File: src/rtl/cipu_sink_pkg.sv
// Shared types and constants for the CIPU sink: channel FSM encoding, buffer
// geometry, read-select codes and the character constants used by the CIPU stream.
package cipu_sink_pkg;

  localparam int DEPTH  = 16;
  localparam int DATA_W = 8;
  localparam int ADDR_W = 4;
  localparam int CNT_W  = 5;

  typedef enum logic [1:0] {
    ST_IDLE    = 2'd0,
    ST_COLLECT = 2'd1,
    ST_DONE    = 2'd2
  } chan_state_t;

  typedef enum logic [1:0] {
    SEL_FIFO  = 2'd0,
    SEL_LIFO  = 2'd1,
    SEL_FIFO2 = 2'd2,
    SEL_RSVD  = 2'd3
  } rd_sel_t;

  localparam logic [DATA_W-1:0] CH_DOLLAR = 8'h24;
  localparam logic [DATA_W-1:0] CH_SEMI   = 8'h3B;
  localparam logic [DATA_W-1:0] CH_ZERO   = 8'h30;

  // An entry is readable only once it has been captured.
  function automatic logic in_range(input logic [ADDR_W-1:0] addr,
                                    input logic [CNT_W-1:0]  cnt);
    return {1'b0, addr} < cnt;
  endfunction

endpackage

File: src/rtl/cipu_sink_if.sv
// Bus between the CIPU stage (master) and the sink (slave): capture strobes,
// completion pulses, clear, read port and status.
interface cipu_sink_if;
  import cipu_sink_pkg::*;

  logic              valid_fifo;
  logic              valid_lifo;
  logic              valid_fifo2;
  logic [DATA_W-1:0] people_thing_out;
  logic [DATA_W-1:0] thing_out;
  logic              done_thing;
  logic              done_fifo;
  logic              done_lifo;
  logic              done_fifo2;
  logic              clr;
  logic [1:0]        rd_sel;
  logic [ADDR_W-1:0] rd_addr;
  logic [DATA_W-1:0] rd_data;
  logic [CNT_W-1:0]  fifo_cnt;
  logic [CNT_W-1:0]  lifo_cnt;
  logic [CNT_W-1:0]  fifo2_cnt;
  logic [3:0]        group_cnt;
  logic              all_done;
  logic              err;

  modport master (
    output valid_fifo, valid_lifo, valid_fifo2, people_thing_out, thing_out,
           done_thing, done_fifo, done_lifo, done_fifo2, clr, rd_sel, rd_addr,
    input  rd_data, fifo_cnt, lifo_cnt, fifo2_cnt, group_cnt, all_done, err
  );

  modport slave (
    input  valid_fifo, valid_lifo, valid_fifo2, people_thing_out, thing_out,
           done_thing, done_fifo, done_lifo, done_fifo2, clr, rd_sel, rd_addr,
    output rd_data, fifo_cnt, lifo_cnt, fifo2_cnt, group_cnt, all_done, err
  );

endinterface

File: src/rtl/cipu_sink_chan.sv
// One capture channel: IDLE/COLLECT/DONE FSM, 16x8 buffer and fill counter.
// Reports protocol errors (overflow, valid after done) as single-cycle pulses.
module cipu_sink_chan
  import cipu_sink_pkg::*;
(
  input  logic              clk,
  input  logic              rst,
  input  logic              i_clr,
  input  logic              i_valid,
  input  logic [DATA_W-1:0] i_data,
  input  logic              i_done,
  input  logic [ADDR_W-1:0] i_rd_addr,
  output logic [DATA_W-1:0] o_rd_word,
  output logic [CNT_W-1:0]  o_cnt,
  output logic              o_done_nxt,
  output logic              o_err
);

  chan_state_t       r_state, w_state_nxt;
  logic [CNT_W-1:0]  r_cnt;
  logic [DATA_W-1:0] r_mem [DEPTH];
  logic              w_full, w_wr_en, w_err;

  assign w_full = (r_cnt == CNT_W'(DEPTH));

  always_ff @(posedge clk or posedge rst) begin
    if (rst) r_state <= ST_IDLE;
    else     r_state <= w_state_nxt;
  end

  // NOTE: every always_comb output gets a default first so no latch is inferred.
  always_comb begin
    w_state_nxt = r_state;
    if (i_clr) begin
      w_state_nxt = ST_IDLE;
    end else begin
      case (r_state)
        ST_IDLE:    if (i_done) w_state_nxt = ST_DONE;
                    else if (i_valid) w_state_nxt = ST_COLLECT;
        ST_COLLECT: if (i_done) w_state_nxt = ST_DONE;
        ST_DONE:    w_state_nxt = ST_DONE;
        default:    w_state_nxt = ST_IDLE;
      endcase
    end
  end

  always_comb begin
    w_wr_en = 1'b0;
    w_err   = 1'b0;
    if (!i_clr && i_valid) begin
      case (r_state)
        ST_IDLE, ST_COLLECT: if (w_full) w_err = 1'b1;
                             else        w_wr_en = 1'b1;
        default:             w_err = 1'b1;
      endcase
    end
  end

  always_ff @(posedge clk or posedge rst) begin
    if (rst)          r_cnt <= '0;
    else if (i_clr)   r_cnt <= '0;
    else if (w_wr_en) r_cnt <= r_cnt + 1'b1;
  end

  // NOTE: the buffer has no reset; entries at or beyond the count are never visible.
  always_ff @(posedge clk) begin
    if (w_wr_en) r_mem[r_cnt[ADDR_W-1:0]] <= i_data;
  end

  assign o_rd_word  = r_mem[i_rd_addr];
  assign o_cnt      = r_cnt;
  assign o_done_nxt = (w_state_nxt == ST_DONE);
  assign o_err      = w_err;

endmodule

File: src/rtl/cipu_sink.sv
// CIPU sink top: three capture channels, registered read mux, done-group
// counter, all-done flag and sticky protocol-error flag.
module cipu_sink
  import cipu_sink_pkg::*;
(
  input  logic        clk,
  input  logic        rst,
  cipu_sink_if.slave  bus
);

  logic [DATA_W-1:0] w_word [3];
  logic [CNT_W-1:0]  w_cnt  [3];
  logic [2:0]        w_done_nxt, w_chan_err;
  logic [DATA_W-1:0] w_rd_nxt;
  logic              w_collide;
  logic [DATA_W-1:0] r_rd_data;
  logic [3:0]        r_group_cnt;
  logic              r_all_done, r_err;

  cipu_sink_chan u_fifo (
    .clk(clk), .rst(rst), .i_clr(bus.clr), .i_valid(bus.valid_fifo),
    .i_data(bus.people_thing_out), .i_done(bus.done_fifo), .i_rd_addr(bus.rd_addr),
    .o_rd_word(w_word[0]), .o_cnt(w_cnt[0]), .o_done_nxt(w_done_nxt[0]), .o_err(w_chan_err[0])
  );

  cipu_sink_chan u_lifo (
    .clk(clk), .rst(rst), .i_clr(bus.clr), .i_valid(bus.valid_lifo),
    .i_data(bus.thing_out), .i_done(bus.done_lifo), .i_rd_addr(bus.rd_addr),
    .o_rd_word(w_word[1]), .o_cnt(w_cnt[1]), .o_done_nxt(w_done_nxt[1]), .o_err(w_chan_err[1])
  );

  cipu_sink_chan u_fifo2 (
    .clk(clk), .rst(rst), .i_clr(bus.clr), .i_valid(bus.valid_fifo2),
    .i_data(bus.thing_out), .i_done(bus.done_fifo2), .i_rd_addr(bus.rd_addr),
    .o_rd_word(w_word[2]), .o_cnt(w_cnt[2]), .o_done_nxt(w_done_nxt[2]), .o_err(w_chan_err[2])
  );

  // Buffer words are sampled before the edge, so a same-cycle write returns old data.
  always_comb begin
    w_rd_nxt = '0;
    case (rd_sel_t'(bus.rd_sel))
      SEL_FIFO:  if (in_range(bus.rd_addr, w_cnt[0])) w_rd_nxt = w_word[0];
      SEL_LIFO:  if (in_range(bus.rd_addr, w_cnt[1])) w_rd_nxt = w_word[1];
      SEL_FIFO2: if (in_range(bus.rd_addr, w_cnt[2])) w_rd_nxt = w_word[2];
      default:   w_rd_nxt = '0;
    endcase
  end

  // LIFO and FIFO2 share thing_out, so both strobing at once is a protocol error.
  assign w_collide = bus.valid_lifo & bus.valid_fifo2;

  always_ff @(posedge clk or posedge rst) begin
    if (rst) begin
      r_rd_data   <= '0;
      r_group_cnt <= '0;
      r_all_done  <= 1'b0;
      r_err       <= 1'b0;
    end else if (bus.clr) begin
      r_rd_data   <= '0;
      r_group_cnt <= '0;
      r_all_done  <= 1'b0;
      r_err       <= 1'b0;
    end else begin
      r_rd_data  <= w_rd_nxt;
      r_all_done <= &w_done_nxt;
      if (bus.done_thing)            r_group_cnt <= r_group_cnt + 1'b1;
      if (|w_chan_err || w_collide)  r_err <= 1'b1;
    end
  end

  assign bus.rd_data   = r_rd_data;
  assign bus.fifo_cnt  = w_cnt[0];
  assign bus.lifo_cnt  = w_cnt[1];
  assign bus.fifo2_cnt = w_cnt[2];
  assign bus.group_cnt = r_group_cnt;
  assign bus.all_done  = r_all_done;
  assign bus.err       = r_err;

endmodule

File: src/flat_wrapper.sv
// flat-port wrapper written by rule: the top's interface ports become plain ports
module cipu_sink_flat import cipu_sink_pkg::*;
  (clk, rst, bus_valid_fifo, bus_valid_lifo, bus_valid_fifo2, bus_people_thing_out, bus_thing_out, bus_done_thing, bus_done_fifo, bus_done_lifo, bus_done_fifo2, bus_clr, bus_rd_sel, bus_rd_addr, bus_rd_data, bus_fifo_cnt, bus_lifo_cnt, bus_fifo2_cnt, bus_group_cnt, bus_all_done, bus_err);
  cipu_sink_if bus_i ();
  input  logic clk;
  input  logic rst;
  input wire logic [$bits(bus_i.valid_fifo)-1:0] bus_valid_fifo;
  input wire logic [$bits(bus_i.valid_lifo)-1:0] bus_valid_lifo;
  input wire logic [$bits(bus_i.valid_fifo2)-1:0] bus_valid_fifo2;
  input wire logic [$bits(bus_i.people_thing_out)-1:0] bus_people_thing_out;
  input wire logic [$bits(bus_i.thing_out)-1:0] bus_thing_out;
  input wire logic [$bits(bus_i.done_thing)-1:0] bus_done_thing;
  input wire logic [$bits(bus_i.done_fifo)-1:0] bus_done_fifo;
  input wire logic [$bits(bus_i.done_lifo)-1:0] bus_done_lifo;
  input wire logic [$bits(bus_i.done_fifo2)-1:0] bus_done_fifo2;
  input wire logic [$bits(bus_i.clr)-1:0] bus_clr;
  input wire logic [$bits(bus_i.rd_sel)-1:0] bus_rd_sel;
  input wire logic [$bits(bus_i.rd_addr)-1:0] bus_rd_addr;
  output wire logic [$bits(bus_i.rd_data)-1:0] bus_rd_data;
  output wire logic [$bits(bus_i.fifo_cnt)-1:0] bus_fifo_cnt;
  output wire logic [$bits(bus_i.lifo_cnt)-1:0] bus_lifo_cnt;
  output wire logic [$bits(bus_i.fifo2_cnt)-1:0] bus_fifo2_cnt;
  output wire logic [$bits(bus_i.group_cnt)-1:0] bus_group_cnt;
  output wire logic [$bits(bus_i.all_done)-1:0] bus_all_done;
  output wire logic [$bits(bus_i.err)-1:0] bus_err;
  assign bus_i.valid_fifo = bus_valid_fifo;
  assign bus_i.valid_lifo = bus_valid_lifo;
  assign bus_i.valid_fifo2 = bus_valid_fifo2;
  assign bus_i.people_thing_out = bus_people_thing_out;
  assign bus_i.thing_out = bus_thing_out;
  assign bus_i.done_thing = bus_done_thing;
  assign bus_i.done_fifo = bus_done_fifo;
  assign bus_i.done_lifo = bus_done_lifo;
  assign bus_i.done_fifo2 = bus_done_fifo2;
  assign bus_i.clr = bus_clr;
  assign bus_i.rd_sel = bus_rd_sel;
  assign bus_i.rd_addr = bus_rd_addr;
  assign bus_rd_data = bus_i.rd_data;
  assign bus_fifo_cnt = bus_i.fifo_cnt;
  assign bus_lifo_cnt = bus_i.lifo_cnt;
  assign bus_fifo2_cnt = bus_i.fifo2_cnt;
  assign bus_group_cnt = bus_i.group_cnt;
  assign bus_all_done = bus_i.all_done;
  assign bus_err = bus_i.err;
  cipu_sink u_core (.clk(clk), .rst(rst), .bus(bus_i));
endmodule
File: config.mk
export PLATFORM = sky130hd
export DESIGN_NAME = cipu_sink_flat
export DESIGN_NICKNAME = d
export VERILOG_FILES = /design/src/rtl/cipu_sink_pkg.sv /design/src/rtl/cipu_sink_if.sv /design/src/rtl/cipu_sink_chan.sv /design/src/rtl/cipu_sink.sv /design/src/flat_wrapper.sv
export SDC_FILE = /design/constraint.sdc
export NUM_CORES = 1
export LEC_CHECK = 0
export ABC_CLOCK_PERIOD_IN_PS = 2500
export CORE_ASPECT_RATIO = 0.7
export CORE_MARGIN = 3
export CORE_UTILIZATION = 34
export CTS_BUF_LIST = sky130_fd_sc_hd__clkbuf_16
export DETAILED_ROUTE_END_ITERATION = 7
export PLACE_DENSITY = 0.6
export SLEW_MARGIN = 20
export SYNTH_ARGS = -nofsm -noshare
export SYNTH_HDL_FRONTEND = slang
export SYNTH_HIERARCHICAL = 1
export SYNTH_SLANG_ARGS = --single-unit
File: constraint.sdc
create_clock -name clk -period 2.5 [get_ports clk]
set_input_delay 0.5 -clock clk [delete_from_list [all_inputs] [get_ports clk]]
set_output_delay 0.5 -clock clk [all_outputs]
set_load 0.03 [all_outputs]
==> metrics, run 1 <==
status finished clean; largest net degree at the start of global routing 33; storage element area approximately 12000 um^2; GRT Util Overall 0.159; leakage power 7.27 nW; number of global-route vias before repair slightly above 9000; routed wire length 42400 um; Crit path arrival time 1.92 ns; DRC 0; clk slew on worst S/H paths 0.06 ns; Final Hold Fails 0; IO buf count 60; CP Launch Type register; fmax between 0.4 and 0.5 GHz; Hold Slack 0.332 ns; fin crit share 0.968; Syn Nets 974; clock insertion delay at the later pin of the skew report 0.54 ns; CP top delay family buffers and inverters; EDFF count, synth 384; leading register cell type out of synthesis edfxtp_1; final core utilization 0.428; CTS Buffer Depth 3; post-place setup slack -0.286 ns; post-layout instance area 21300 um^2; Die Ht between 150 and 200 um; min Tclk post-route 2.42 ns; routed len/inst approximately 23 um; drt pass-1 iters 5; crit path max-delay cell type clkdlybuf4s50_1; Crit path largest cell delay roughly 0.77 ns; Iter 0 DRT Violations 965; DIE AREA ~54000 um^2; Crit Path Category register to output pin; H-tree depth 2; Final GP Congestion around 0.85; critical path buffer and inverter count 1; # fillers 4317; Final Worst Setup Slack 0.0793 ns; number of buffers created by CTS 40; Clock Sinks 419; # IOs 61; Via Count approximately 9500; Multi-input gate area 4500 um^2; CP max FO 8; peak supply drop 447 uV; fin. max-slew vios 0; Root Driver clkbuf_16; P per Cell Area 708 nW/um^2; first-pass GRT wire length 63100 um; # hold bufs at CTS 0; Final Instance Count excl. Fillers 1806; Placed Cells 1732; Worst Tran Pin Value 0.828 ns; Crit path required time 2.00 ns; via/cell ratio 5.26; Yosys reg bits 419; CTS tree done; Die W 276 um; Clock Skews between 0.02 and 0.025 ns; worst path cell trace clkdlybuf4s50_1; Yosys warning count 6; crit end category output pin; Core ar. ~50000 um^2; Final #Nets 1163; instance count of the mapped netlist 920; Layout area overhead 23.1%; initial core utilization 0.348; # Max-Cap Violations 0; placed inst area 19900 um^2; sequential area share after synthesis 0.717; commonest cells after routing, fill and taps aside edfxtp_1, buf_4, clkdlybuf4s50_1, mux4_2, nand2_1; Slew HR 0.447; power after layout about 15 mW; unrepaired setup endpoints after global routing no; post-route setup TNS 0 ns; Distinct cells, synth 48; dpl hpwl 30100 um; Final ANT Viol Nets 0; Overflow after GRT 0; commonest non-fill, non-tap cell in the layout edfxtp_1; Final setup viols 0; worst hold path type primary input to asynchronous set/reset pin; syn avg cell area 18.8 um^2; row cnt slightly below 70; Post-Syn Area 17300 um^2; initial antenna violation count 1; asr flop ratio synth 0.0835; layout cell share with drive strength beyond 1 0.231
[sequential cells by signal, indices dropped and copies added, names as in the netlist]
name and flops:
u_core/bus.group_cnt 4, u_core/u_fifo/r_mem 128, u_core/u_fifo/r_state 2, u_core/u_lifo/r_mem 128, u_core/u_fifo2/r_state 2, u_core/bus.err 1, u_core/u_lifo/r_state 2, u_core/bus.all_done 1
u_core/u_fifo/o_cnt 5, u_core/u_fifo2/r_mem 128, u_core/u_fifo2/o_cnt 5, u_core/bus.rd_data 8, u_core/u_lifo/o_cnt 5
[per-layer routing]
metal	track usage	up-vias	share of wire	wire, um
met5	0	-	0	0
met4	0.0270	0	0.010	439
met3	0.0473	41	0.093	3950
met2	0.200	365	0.40	16800
met1	0.267	4956	0.50	21100
li1	-	4133	-	-
[synthesized netlist by cell type, types with 8 or more instances]
library cell | n | area (um^2)
edfxtp_1 | 384 | 11500
mux4_2 | 58 | 1310
nand2_1 | 52 | 195
a22oi_1 | 48 | 360
nor2_1 | 39 | 146
mux4_1 | 38 | 998
and2_1 | 35 | 219
dfrtp_1 | 35 | 876
a21oi_1 | 32 | 160
inv_1 | 32 | 120
ha_1 | 22 | 275
a211oi_1 | 14 | 105
o21ai_0 | 13 | 65.1
buf_6 | 9 | 101
clkdlybuf4s25_2 | 9 | 90.1
nor2b_1 | 8 | 50.1
nor4b_1 | 8 | 70.1
[logic make-up after synthesis]
logic type	synth area share
AND/OR/NAND/NOR	0.0577
buffers and inverters	0.0233
AO/OA/AOI/OAI	0.0499
adder cells (fa/ha/maj)	0.0159
multiplexers	0.135
flip-flops	0.717
XOR/XNOR	0.00152
[cell type report]
type | instances | share of cell area
diodes | 1 | 0.000117
clock buffers | 42 | 0.0493
clock inverters | 31 | 0.0161
inverters | 32 | 0.00563
multi-input cells | 432 | 0.211
flip-flops and latches | 419 | 0.582
well taps | 665 | 0.0390
repair buffers | 184 | 0.0964
[path summary, 6_finish.rpt]
kind                                                     start                             endpoint  slack [ns]  cells after the start
min                                                        rst   u_core/u_lifo/r_state[0]$_DFF_PP0_        0.33                      2
max                        u_core/u_fifo2/o_cnt[4]$_DFFE_PP0P_                     bus_fifo2_cnt[4]        0.08                      1
min in group clk            u_core/u_fifo/r_state[0]$_DFF_PP0_   u_core/u_fifo/r_state[1]$_DFF_PP0_        0.47                      1
min reg2reg                 u_core/u_fifo/r_state[0]$_DFF_PP0_   u_core/u_fifo/r_state[1]$_DFF_PP0_        0.47                      1
max in group asynchronous                                  rst      u_core/bus.rd_data[5]$_DFF_PP0_        1.41                      2
max reg2reg                 u_core/u_fifo/o_cnt[1]$_DFFE_PP0P_  u_core/u_fifo/r_mem[0][6]$_DFFE_PP_        0.17                      7
[where the power goes]
group	total [mW]	leakage, nW	internal (mW)	switching, mW
logic	0.966	2.64	0.412	0.555
registers	7.74	3.93	7.70	0.0371
clock network	6.40	0.695	3.79	2.61
total	15.1	7.27	11.9	3.20
[repair_timing]
item / in CTS / in global routing
gates resized for setup: 0 / 2
hold endpoints to repair: 0 / 0
buffers inserted: 0 / 0
endpoints found under the setup margin: 0 / 2
Power figures use the tool's default switching activity.
==> run 2: changes to the inputs <==
--- a/config.mk
+++ b/config.mk
@@ -7,4 +7,6 @@
 export LEC_CHECK = 0
 export ABC_CLOCK_PERIOD_IN_PS = 2500
+export CELL_PAD_IN_SITES_DETAIL_PLACEMENT = 0
+export CELL_PAD_IN_SITES_GLOBAL_PLACEMENT = 1
 export CORE_ASPECT_RATIO = 0.7
 export CORE_MARGIN = 3
@@ -12,5 +14,5 @@
 export CTS_BUF_LIST = sky130_fd_sc_hd__clkbuf_16
 export DETAILED_ROUTE_END_ITERATION = 7
-export PLACE_DENSITY = 0.6
+export PLACE_DENSITY = 0.66
 export SLEW_MARGIN = 20
 export SYNTH_ARGS = -nofsm -noshare
==> constraint.sdc (replaced) <==
create_clock -name clk -period 2.5 [get_ports clk]
set_input_delay 0.25 -clock clk [delete_from_list [all_inputs] [get_ports clk]]
set_output_delay 0.25 -clock clk [all_outputs]
set_load 0.03 [all_outputs]
==> run 2 against run 1 <==
Final area down 4.3%. Non-clock buffer count down 43. First-iteration DRC count up 3.1%. Critical endpoint is now bus_fifo2_cnt[2]. Highest routed layer unchanged.
==> metrics, run 2 (synthesized netlist as in run 1, its figures left out) <==
post-place setup slack between 0.1 and 0.15 ns; P per Cell Area 699 nW/um^2; Final GP Congestion 0.837; peak supply drop just over 400 uV; crit end category output pin; Root Driver clkbuf_16; Final ANT Viol Nets 0; CP Launch Type register; number of buffers created by CTS 40; fin crit share 0.897; worst path cell trace buf_4 -> clkdlybuf4s50_1; Iter 0 DRT Violations between 900 and 1000; Die W between 200 and 300 um; commonest non-fill, non-tap cell in the layout edfxtp_1; Die Ht 195 um; via/cell ratio 5.25; Crit path required time 2.25 ns; min Tclk post-route 2.24 ns; Overflow after GRT 0; Hold Slack 0.0804 ns; leakage power 6.89 nW; row cnt 68; largest net degree at the start of global routing 35; Final Hold Fails 0; CTS tree done; initial antenna violation count 0; clk slew on worst S/H paths 0.06 ns; Crit path largest cell delay 0.72 ns; number of global-route vias before repair between 9000 and 10000; post-layout instance area 20400 um^2; post-route setup TNS 0 ns; IO buf count 60; # hold bufs at CTS 0; Crit path arrival time slightly below 2 ns; crit path max-delay cell type clkdlybuf4s50_1; Layout area overhead 17.8%; commonest cells after routing, fill and taps aside edfxtp_1, buf_4, clkdlybuf4s50_1, mux4_2, nand2_1; # IOs between 60 and 70; fmax 0.446 GHz; Final Instance Count excl. Fillers 1758; placed inst area 19200 um^2; dpl hpwl 28400 um; DRC 0; Final Worst Setup Slack 0.258 ns; fin. max-slew vios 0; Via Count 9237; Final setup viols 0; routed wire length 41700 um; Crit Path Category register to output pin; CP max FO 7; Core ar. 49800 um^2; Final #Nets 1120; H-tree depth 2; post_cts resized 0; Placed Cells 1689; CTS Buffer Depth 3; status finished clean; DIE AREA 53700 um^2; Worst Tran Pin Value 0.753 ns; # fillers 4469; Clock Skews 0.0141 ns; initial core utilization 0.348; Clock Sinks 419; Post-CTS Setup Repair Bufs 0; routed len/inst 23.7 um; antenna fix cells 0; layout cell share with drive strength beyond 1 0.189; worst hold path type primary input to asynchronous set/reset pin; GRT Util Overall 0.157; drt pass-1 iters 5; Slew HR 0.496; # Max-Cap Violations 0; first-pass GRT wire length between 60000 and 70000 um; clock insertion delay at the later pin of the skew report 0.54 ns; unrepaired setup endpoints after global routing no
## run 2: cell types whose count changed in the layout (fill, tap and decap cells not counted), moves of 2 or more
cell	previous run	this run
bufinv_16	7	1
buf_12	42	11
dfrtp_1	33	35
clkinv_1	4	9
inv_6	0	2
clkinv_2	6	4
dfrtp_2	2	0
buf_4	83	71
clkinvlp_4	5	2
inv_1	39	41
## run 2: path summary, 6_finish.rpt
check	start	to	slack [ns]	cells past startpoint
max	u_core/u_fifo2/o_cnt[2]$_DFFE_PP0P_	bus_fifo2_cnt[2]	0.26	2
min	rst	u_core/u_lifo/o_cnt[2]$_DFFE_PP0P_	0.08	2
max reg2reg	u_core/u_fifo2/o_cnt[0]$_DFFE_PP0P_	u_core/bus.err$_DFFE_PP0P_	0.28	7
min reg2reg	u_core/u_fifo/r_state[0]$_DFF_PP0_	u_core/u_fifo/r_state[1]$_DFF_PP0_	0.48	1
max in group asynchronous	rst	u_core/bus.rd_data[2]$_DFF_PP0_	1.79	2
min in group clk	bus_done_lifo	u_core/u_lifo/r_state[0]$_DFF_PP0_	0.39	4
## run 2: area by class of cell
| type | instances | area, um^2 | area share |
|---|---|---|---|
| clock inverters | 28 | 161 | 0.00791 |
| inverters | 32 | 120 | 0.00589 |
| clock buffers | 41 | 1030 | 0.0503 |
| repair buffers | 141 | 1350 | 0.0660 |
| well taps | 665 | 832 | 0.0408 |
| flip-flops and latches | 419 | 12400 | 0.608 |
| multi-input cells | 432 | 4500 | 0.221 |
## run 2: critical path, delay by kind of cell (launching register included)
family | cells | cell delay (ns)
buffers and inverters | 2 | 0.92
DFF | 1 | 0.52
## run 2: metal layers
layer	global-route usage	part of all wire	up-vias
met4	0.0330	0.017	0
li1	-	-	4032
met1	0.258	0.50	4886
met5	0	0	-
met2	0.212	0.41	269
met3	0.0326	0.066	50
## run 2: where the power goes
group | switching [mW] | internal (mW)
sequential | 0.0368 | 7.70
combinational | 0.546 | 0.372
clock | 2.53 | 3.08
## run 2: through the flow
| stage | total power, mW | util |
|---|---|---|
| 6_report | 14.3 | 0.410 |
| 5_1_grt | 14.8 | 0.410 |
| 4_1_cts | 14.4 | 0.410 |
| 3_5_place_dp | 8.81 | 0.386 |
| 3_3_place_gp | 8.80 | 0.386 |
| 2_1_floorplan | 8.36 | - |
